$ cat config.mk
export PLATFORM = sky130hd
export DESIGN_NAME = regfile_write_arbiter
export DESIGN_NICKNAME = d
export VERILOG_FILES = /design/src/rtl/regfile_arb_pkg.sv /design/src/rtl/regfile_wb_slot.sv /design/src/rtl/regfile_write_arbiter.sv
export SDC_FILE = /design/constraint.sdc
export NUM_CORES = 1
export LEC_CHECK = 0
export BUFFER_PORTS_ARGS = -buffer_cell sky130_fd_sc_hd__clkbuf_2
export CAP_MARGIN = 10
export CORE_UTILIZATION = 30
export DETAILED_ROUTE_END_ITERATION = 10
export MAX_ROUTING_LAYER = met4
export PLACE_DENSITY = 0.52
export SLEW_MARGIN = 10
export SYNTH_ARGS = -nofsm -noshare
export SYNTH_HDL_FRONTEND = slang
export SYNTH_HIERARCHICAL = 1
export SYNTH_SLANG_ARGS = --single-unit
$ cat constraint.sdc
create_clock -name clock -period 2.1 [get_ports clock]
set_clock_uncertainty 0.05 [all_clocks]
set_input_delay 0.105 -clock clock [delete_from_list [all_inputs] [get_ports clock]]
set_output_delay 0.105 -clock clock [all_outputs]
set_load 0.02 [all_outputs]
$ cat src/rtl/regfile_arb_pkg.sv
`default_nettype none
// +--------------------------------------------------------------------------+
// | Module   : regfile_arb_pkg                                               |
// | Purpose  : Shared constants and types for the register-file write        |
// |            arbiter: default widths, write-source codes and the           |
// |            round-robin pointer state encoding.                           |
// | Revision : 1.0 - initial release                                         |
// +--------------------------------------------------------------------------+
package regfile_arb_pkg;

  // Default geometry: 8 registers of 16 bits.
  localparam int DEF_DATA_W = 16;
  localparam int DEF_ADDR_W = 3;

  // Encoding of rf_src, telling which requester produced the current write.
  localparam logic SRC_ALU = 1'b0;
  localparam logic SRC_MEM = 1'b1;

  // Round-robin pointer: names the source that wins when both slots are full.
  typedef enum logic [0:0] {
    PRI_ALU = 1'b0,
    PRI_MEM = 1'b1
  } arb_ptr_e;

endpackage : regfile_arb_pkg
`default_nettype wire

$ cat src/rtl/regfile_wb_slot.sv
`default_nettype none
// +--------------------------------------------------------------------------+
// | Module   : regfile_wb_slot                                               |
// | Purpose  : One-entry writeback holding slot with a valid/ready input     |
// |            handshake. Requests targeting R0 are accepted and discarded.  |
// |            The slot empties when the arbiter grants it, and can be       |
// |            refilled in that same cycle.                                  |
// | Ports    : clock, reset_n        - clock, async active-low reset         |
// |            in_valid/in_ready     - request handshake                     |
// |            in_rd/in_data         - destination register and data         |
// |            grant                 - arbiter takes the slot this cycle     |
// |            slot_valid/rd/data    - current slot contents                 |
// | Revision : 1.0 - initial release                                         |
// +--------------------------------------------------------------------------+
module regfile_wb_slot
  import regfile_arb_pkg::*;
#(
  parameter int DATA_W = DEF_DATA_W,
  parameter int ADDR_W = DEF_ADDR_W
) (
  input  logic              clock,
  input  logic              reset_n,
  input  logic              in_valid,
  output logic              in_ready,
  input  logic [ADDR_W-1:0] in_rd,
  input  logic [DATA_W-1:0] in_data,
  input  logic              grant,
  output logic              slot_valid,
  output logic [ADDR_W-1:0] slot_rd,
  output logic [DATA_W-1:0] slot_data
);

  logic              r_valid;
  logic [ADDR_W-1:0] r_rd;
  logic [DATA_W-1:0] r_data;
  logic              w_accept;
  logic              w_store;

  // Space exists when empty, or when the current entry leaves this cycle.
  assign in_ready = !r_valid || grant;
  assign w_accept = in_valid && in_ready;
  // R0 is hardwired: the handshake completes but nothing is kept.
  assign w_store  = w_accept && (in_rd != '0);

  always_ff @(posedge clock or negedge reset_n) begin
    if (!reset_n) begin
      r_valid <= 1'b0;
      r_rd    <= '0;
      r_data  <= '0;
    end else begin
      if (w_store) begin
        r_valid <= 1'b1;
        r_rd    <= in_rd;
        r_data  <= in_data;
      end else if (grant) begin
        r_valid <= 1'b0;
      end
    end
  end

  assign slot_valid = r_valid;
  assign slot_rd    = r_rd;
  assign slot_data  = r_data;

endmodule : regfile_wb_slot
`default_nettype wire

$ cat src/rtl/regfile_write_arbiter.sv
`default_nettype none
// +--------------------------------------------------------------------------+
// | Module   : regfile_write_arbiter                                         |
// | Purpose  : Shares the single register-file write port between the ALU    |
// |            and memory-load writeback paths. Each path has a one-entry    |
// |            slot; a round-robin arbiter drains the slots into registered  |
// |            rf_we/rf_rw/rf_busw/rf_src outputs. busy_mask reports every   |
// |            register with a write pending in a slot or on the port.       |
// | Ports    : clock, reset_n             - clock, async active-low reset    |
// |            alu_valid/ready/rd/data    - ALU writeback request            |
// |            mem_valid/ready/rd/data    - load writeback request           |
// |            rf_we/rf_rw/rf_busw/rf_src - register-file write port         |
// |            busy_mask                  - pending-write mask (bit0 = 0)    |
// |            byp_ra/rb, byp_hit_a/b,                                       |
// |            byp_data_a/b               - optional same-cycle bypass       |
// | Config   : REGFILE_WR_BYPASS_EN - when defined, adds the bypass ports.   |
// | Revision : 1.0 - initial release                                         |
// +--------------------------------------------------------------------------+
module regfile_write_arbiter
  import regfile_arb_pkg::*;
#(
  parameter int DATA_W   = DEF_DATA_W,
  parameter int ADDR_W   = DEF_ADDR_W,
  parameter int NUM_REGS = 2 ** ADDR_W
) (
  input  logic                clock,
  input  logic                reset_n,
  // ALU writeback request
  input  logic                alu_valid,
  output logic                alu_ready,
  input  logic [ADDR_W-1:0]   alu_rd,
  input  logic [DATA_W-1:0]   alu_data,
  // Load writeback request
  input  logic                mem_valid,
  output logic                mem_ready,
  input  logic [ADDR_W-1:0]   mem_rd,
  input  logic [DATA_W-1:0]   mem_data,
  // Register-file write port
  output logic                rf_we,
  output logic [ADDR_W-1:0]   rf_rw,
  output logic [DATA_W-1:0]   rf_busw,
  output logic                rf_src,
`ifdef REGFILE_WR_BYPASS_EN
  // Same-cycle bypass of the in-flight write
  input  logic [ADDR_W-1:0]   byp_ra,
  input  logic [ADDR_W-1:0]   byp_rb,
  output logic                byp_hit_a,
  output logic                byp_hit_b,
  output logic [DATA_W-1:0]   byp_data_a,
  output logic [DATA_W-1:0]   byp_data_b,
`endif
  // Pending-write mask for RAW hazard detection
  output logic [NUM_REGS-1:0] busy_mask
);

  // ---------------------------------------------------------------------------
  // Holding slots
  // ---------------------------------------------------------------------------
  logic              w_alu_sv;
  logic [ADDR_W-1:0] w_alu_srd;
  logic [DATA_W-1:0] w_alu_sdata;
  logic              w_mem_sv;
  logic [ADDR_W-1:0] w_mem_srd;
  logic [DATA_W-1:0] w_mem_sdata;
  logic              w_grant_alu;
  logic              w_grant_mem;

  regfile_wb_slot #(
    .DATA_W (DATA_W),
    .ADDR_W (ADDR_W)
  ) u_alu_slot (
    .clock      (clock),
    .reset_n    (reset_n),
    .in_valid   (alu_valid),
    .in_ready   (alu_ready),
    .in_rd      (alu_rd),
    .in_data    (alu_data),
    .grant      (w_grant_alu),
    .slot_valid (w_alu_sv),
    .slot_rd    (w_alu_srd),
    .slot_data  (w_alu_sdata)
  );

  regfile_wb_slot #(
    .DATA_W (DATA_W),
    .ADDR_W (ADDR_W)
  ) u_mem_slot (
    .clock      (clock),
    .reset_n    (reset_n),
    .in_valid   (mem_valid),
    .in_ready   (mem_ready),
    .in_rd      (mem_rd),
    .in_data    (mem_data),
    .grant      (w_grant_mem),
    .slot_valid (w_mem_sv),
    .slot_rd    (w_mem_srd),
    .slot_data  (w_mem_sdata)
  );

  // ---------------------------------------------------------------------------
  // Round-robin grant. A lone valid slot always wins; on contention the
  // pointer decides. The two grants are mutually exclusive by construction.
  // ---------------------------------------------------------------------------
  arb_ptr_e r_ptr;

  assign w_grant_alu = w_alu_sv && (!w_mem_sv || (r_ptr == PRI_ALU));
  assign w_grant_mem = w_mem_sv && (!w_alu_sv || (r_ptr == PRI_MEM));

  // ---------------------------------------------------------------------------
  // Pointer FSM and registered write port. Address/data/source hold their
  // last value on idle cycles so only rf_we needs to be observed.
  // ---------------------------------------------------------------------------
  always_ff @(posedge clock or negedge reset_n) begin
    if (!reset_n) begin
      r_ptr   <= PRI_ALU;
      rf_we   <= 1'b0;
      rf_rw   <= '0;
      rf_busw <= '0;
      rf_src  <= SRC_ALU;
    end else begin
      rf_we <= w_grant_alu || w_grant_mem;
      if (w_grant_alu) begin
        r_ptr   <= PRI_MEM;
        rf_rw   <= w_alu_srd;
        rf_busw <= w_alu_sdata;
        rf_src  <= SRC_ALU;
      end else if (w_grant_mem) begin
        r_ptr   <= PRI_ALU;
        rf_rw   <= w_mem_srd;
        rf_busw <= w_mem_sdata;
        rf_src  <= SRC_MEM;
      end
    end
  end

  // ---------------------------------------------------------------------------
  // Pending-write mask. Slots never hold R0 and the port never writes R0,
  // but bit 0 is forced low so the mask is trivially safe for decode.
  // ---------------------------------------------------------------------------
  always_comb begin
    busy_mask = '0;
    if (w_alu_sv) begin
      busy_mask[w_alu_srd] = 1'b1;
    end
    if (w_mem_sv) begin
      busy_mask[w_mem_srd] = 1'b1;
    end
    if (rf_we) begin
      busy_mask[rf_rw] = 1'b1;
    end
    busy_mask[0] = 1'b0;
  end

`ifdef REGFILE_WR_BYPASS_EN
  // ---------------------------------------------------------------------------
  // Bypass: expose the value being written this cycle to two read ports,
  // so a reader does not have to wait for the register file to update.
  // ---------------------------------------------------------------------------
  assign byp_hit_a  = rf_we && (rf_rw == byp_ra) && (byp_ra != '0);
  assign byp_hit_b  = rf_we && (rf_rw == byp_rb) && (byp_rb != '0);
  assign byp_data_a = byp_hit_a ? rf_busw : '0;
  assign byp_data_b = byp_hit_b ? rf_busw : '0;
`endif

endmodule : regfile_write_arbiter
`default_nettype wire

== After elaboration in Yosys (flattened, before gate mapping) ==
Cells that the tools add are included.

* Register bits after elaboration: 62
* Input bits: 42
* Output and inout bits: 31
* Logic and storage cells: 61

* $lt $le $gt $ge: 6
* Multiplexer cells: 20
* Bitwise operators: 3
* Reduce and logical (&&, ||, !) cells: 21

{| class="wikitable"
|+ Operator list
! kind !! count
|-
| 16-bit 2-to-1 mux || 2
|-
| 8-bit 2-to-1 mux || 3
|-
| 8-bit OR || 2
|-
| 3-bit by 4-bit < comparator with 1-bit output, second input constant || 3
|-
| 1-bit 2-to-1 mux || 10
|-
| 1-bit demux with 3-bit select || 3
|-
| 3-bit by 1-bit >= comparator with 1-bit output, second input constant || 3
|-
| 1-bit logical AND || 9
|-
| 3-bit 2-to-1 mux || 2
|-
| 2-bit nonzero test || 3
|-
| 3-bit nonzero test || 2
|-
| 1-bit logical OR || 5
|-
| 1-bit logical NOT || 2
|-
| 1-bit inverter || 1
|}

== Logic depth before layout (Yosys ltp) ==
* Word-level depth: 9
* Depth in mapped cells: 8
* Mapped depth without buffers: 5

== By module ==
Netlist, hierarchy kept.

{| class="wikitable"
|+ By module, submodules not included
! module !! instances !! cells each !! area an instance (um2) !! seq. area each (um2)
|-
| regfile_wb_slot || 2 || 44 || 812.0 || 500.5
|-
| regfile_write_arbiter || 1 || 150 || 1,393.8 || 550.5
|}

== Worst setup path before layout ==
No wires, ideal clock.

* Path kind: register -> register
* Start: register u_mem_slot.r_valid, in the netlist u_mem_slot/slot_valid
* End: register u_mem_slot.r_data[0], in the netlist u_mem_slot/slot_data[0]
* Library setup time: 0.125 ns
* Data arrival time: 1.834 ns
* Required time: 1.925 ns
* Slack: 0.091 ns
* Cell stages (with the launch flop): 9
* Buffers on the path: 4
* Clock period less this slack: 2.009 ns
* Cells stage by stage: dfrtp_1 -> buf_4 -> buf_4 -> buf_4 -> a21boi_1 -> nand2b_2 -> o311ai_4 -> buf_8 -> mux2_2

* Longest elaborated chain between the ends: 4
* Elaborated cells between the ends (all ways): 5
* Classes of those cells: reduce/logical (5)

{| class="wikitable"
|+ RTL lines
! item !! line !! source
|-
| from (decl) || regfile_wb_slot.sv:33 || <nowiki>logic r_valid;</nowiki>
|-
| from (signal assigned) || regfile_wb_slot.sv:47 || <nowiki>r_valid <= 1'b0;</nowiki>
|-
| from (signal assigned) || regfile_wb_slot.sv:52 || <nowiki>r_valid <= 1'b1;</nowiki>
|-
| from (signal assigned) || regfile_wb_slot.sv:56 || <nowiki>r_valid <= 1'b0;</nowiki>
|-
| 1-bit logical AND || regfile_write_arbiter.sv:107 || <nowiki>assign w_grant_mem = w_mem_sv && (!w_alu_sv || (r_ptr == PRI_MEM));</nowiki>
|-
| net w_grant_mem || regfile_write_arbiter.sv:66 || <nowiki>logic w_grant_mem;</nowiki>
|-
| 1-bit logical OR || regfile_wb_slot.sv:40 || <nowiki>assign in_ready = !r_valid || grant;</nowiki>
|-
| net mem_ready || regfile_write_arbiter.sv:35 || <nowiki>output logic mem_ready,</nowiki>
|-
| 1-bit logical AND || regfile_wb_slot.sv:41 || <nowiki>assign w_accept = in_valid && in_ready;</nowiki>
|-
| 1-bit logical AND || regfile_wb_slot.sv:43 || <nowiki>assign w_store = w_accept && (in_rd != '0);</nowiki>
|-
| to (signal assigned) || regfile_wb_slot.sv:54 || <nowiki>r_data <= in_data;</nowiki>
|-
| to (decl) || regfile_wb_slot.sv:35 || <nowiki>logic [DATA_W-1:0] r_data;</nowiki>
|}

The timed path passes the listed nets, and every way through them passes these cells.
A chain may end at the register's enable or synchronous reset.

== Worst setup path in the final report ==
* Start: register u_alu_slot.r_valid, in the netlist u_alu_slot/slot_valid
* End: output port busy_mask[2]

* Longest elaborated chain between the ends: 5

{| class="wikitable"
|+ RTL lines
! item !! line !! source
|-
| from (decl) || regfile_wb_slot.sv:33 ||
|-
| from (signal assigned) || regfile_wb_slot.sv:47 ||
|-
| from (signal assigned) || regfile_wb_slot.sv:52 ||
|-
| from (signal assigned) || regfile_wb_slot.sv:56 ||
|-
| 8-bit 2-to-1 mux (*) || regfile_write_arbiter.sv:142 || <nowiki>if (w_alu_sv) begin</nowiki>
|-
| 8-bit OR (no source line) || - ||
|-
| 8-bit 2-to-1 mux (*) || regfile_write_arbiter.sv:145 || <nowiki>if (w_mem_sv) begin</nowiki>
|-
| 8-bit OR (no source line) || - ||
|-
| 8-bit 2-to-1 mux (*) || regfile_write_arbiter.sv:148 || <nowiki>if (rf_we) begin</nowiki>
|-
| to (decl) || regfile_write_arbiter.sv:53 || <nowiki>output logic [NUM_REGS-1:0] busy_mask</nowiki>
|}

Every way passes the cells marked *; elsewhere a longest branch is shown, timed or not.

==> results.toml <==
[logic_synthesis]
syn_area_per_cell_um2 = 12.7
synth_fp_nets = 280
ys_seq_elements = 62
ys_types = 38
synthCells = 238
ys_warn_count = 6
synth_edf_count = 0
syn_area_um2 = 3020
async_flop_share_pct = 100
ys.flop_type = "dfrtp_1"
yosysSeqAreaShare_pct = 51.4

[pwr]
ir_worst_vdd_mv = 0.499
switching_share_pct = 40.9
p_per_area_nw_per_um2 = 1650
total_power_mw = 6.65
seq_power_share_pct = 35.9
power_leakage_nw = 1.80
power_frac_clock_pct = 15.4
pwr-share-comb_pct = 48.7
p_int_mw = 3.93
power_switching_mw = 2.72

[sta]
slew_headroom_pct = 53.5
rsz0062_at_grt = "false"
setup_slack_ps = 153
whs_ps = 19.3
worstMarginPinSlew_ps = 696
hold_viol_final = 0
period_needed_ps = 1950
fin_setup_tns_ps = 0
setup_viol = 0
finalMaxSlewViolations = 0
period_share_pct = 92.7
max_freq_ghz = 0.514

[worst_setup_path]
max_stage_delay_ps = 340
critical_path_class = "flip-flop to output pin"
crit_fanout = 16
cp_slowest_cell = "dfrtp_1"
critPathLaunchType = "flip-flop"
crit_arrival_ps = 1790
end_kind = "output pin"
path_common_cell = "buf_4"
worstPathCellList = "buf_4 -> buf_4 -> nand2b_1 -> o311ai_1 -> clkbuf_2"
worst_ep_required_time_ps = 1950
crit_family = "buffers and inverters"
worst-path-buf-inv = 3

[layout]
final_common_cell = "clkbuf_2"
fillers = 974
diodes = 0
area_growth_pct = 33.7
stdcell_area_um2 = 4040
fin_cells = 483
utilization_pct = 41.3
layout_common_cells = "clkbuf_2, dfrtp_1, dlygate4sd3_1"
drive_above_1_share_pct = 42.3
finalNetCount = 388

[global_route]
track_usage_pct = 15.2
grt_overflow = 0
grt_pass1_vias = 2229
antenna_found_initial = 0
grt_pass1_wl_mm = 11.4
grt_max_degree = 39

[clock_tree]
h-tree-depth = 3
root_buffer = "clkbuf_8"
clockBufferDepth = 2
cts_tree = "built"
clk_pin_slew_ps = 60
clkLatencyLatePin_ps = 330
cts_buffers = 9
clock_sinks = 62

[floorplanning]
die_w_um = 102
core.rowCount = 36
initial_core_util_pct = 30.9
die_area_um2 = 10500
die_h_um = 102
pin_count = 73
core_um2 = 9770

[drt]
detail_route.wl_per_cell_um = 14.5
drt-initial-drc-count = 87
routed_wl_mm = 7.00
dr.pass1.iters = 4
drc_errors = 0
ant_nets = 0
num_vias = 2230
vias_per_cell = 4.62

[placed_design]
dp.cells = 433
place_area_um2 = 3480
gp_congestion = 0.822
portBuffers = 71
place_ws_ps = 138
dpl.hpwl_mm = 4.63

[run_status]
status = "finished clean"

[run]
maxCapViolCount = 0

[min_path]
hp-class = "primary input to flip-flop"
==> state kept, by name, summed over array words and instances, names as in the netlist <==
name,flops
r_ptr,1
u_mem_slot/slot_data,16
u_alu_slot/slot_valid,1
u_alu_slot/slot_rd,3
u_mem_slot/slot_valid,1
rf_rw,3
rf_we,1
rf_busw,16
rf_src,1
u_alu_slot/slot_data,16
u_mem_slot/slot_rd,3
==> cells in the mapped netlist (2+ instances only) <==
cell,instances,share of area (%)
a211oi_1,17,4.2
mux2_4,16,8.0
o22ai_1,8,1.7
o211ai_1,2,0.50
o22ai_2,10,4.1
buf_4,4,1.0
nand2_1,9,1.1
nand2b_1,3,0.62
o311ai_4,2,1.7
nor2_1,20,2.5
nand2b_2,2,0.58
mux2_2,20,7.5
inv_1,2,0.25
nor2b_1,21,4.4
buf_8,4,2.0
nand3_1,4,0.66
o311ai_1,3,0.87
buf_2,4,0.66
nand3b_1,2,0.50
clkbuf_1,3,0.37
a32o_1,2,0.66
nand4_1,2,0.41
dfrtp_1,62,51
buf_6,2,0.75
==> layer usage <==
metal,part of all wire (%),global-route usage [%],up-vias
li1,-,-,1085
met2,47,23.4,60
met4,0.93,4.29,0
met3,4.2,3.76,7
met1,48,19.9,1078
met5,0,-,-
==> power groups by stage <==
stage	sequential [mW]	clock, mW	combinational [mW]
after floorplan	2.50	0	2.26
after global placement	2.40	0	3.16
after detailed placement	2.40	0	3.20
after CTS	2.38	1.06	3.26
after global routing	2.47	1.12	3.57
final	2.38	1.03	3.24
==> cell families after synthesis <==
logic type,Yosys count,synth area share (%)
other cells,1,0.124
simple gates,65,11.2
mux,37,15.8
flops,62,51.4
compound gates,53,16.3
buf+inv,20,5.14
==> path summary, 6_finish.rpt <==
path                                                   start                                    to  depth (start not counted)  slack, ps
max                        u_alu_slot/slot_valid$_DFFE_PN0P_                          busy_mask[2]                          5        150
min                                                mem_rd[2]     u_mem_slot/slot_rd[2]$_DFFE_PN0P_                          2         20
max reg2reg                u_alu_slot/slot_valid$_DFFE_PN0P_  u_alu_slot/slot_data[11]$_DFFE_PN0P_                          6        300
min reg2reg                               rf_src$_DFFE_PN0P_                    rf_src$_DFFE_PN0P_                          2        450
max in group asynchronous                            reset_n     u_mem_slot/slot_valid$_DFFE_PN0P_                          3       1090
min in group asynchronous                            reset_n   u_mem_slot/slot_data[6]$_DFFE_PN0P_                          2        270
==> layout make-up <==
type | instances | area [µm²] | area share (%)
well taps | 133 | 166 | 4.12
clock buffers | 11 | 141 | 3.50
inverters | 3 | 11.3 | 0.279
clock inverters | 4 | 47.5 | 1.18
repair buffers | 114 | 796 | 19.7
multi-input cells | 156 | 1320 | 32.7
flip-flops and latches | 62 | 1550 | 38.5
==> what timing repair did <==
action	in CTS	in global routing
resized for setup	0	2
setup endpoints to repair	0	1
setup buffers	0	0
hold endpoints to repair	57	0
hold buffers	34	0
No activity file was read; power rests on OpenSTA's default activity.
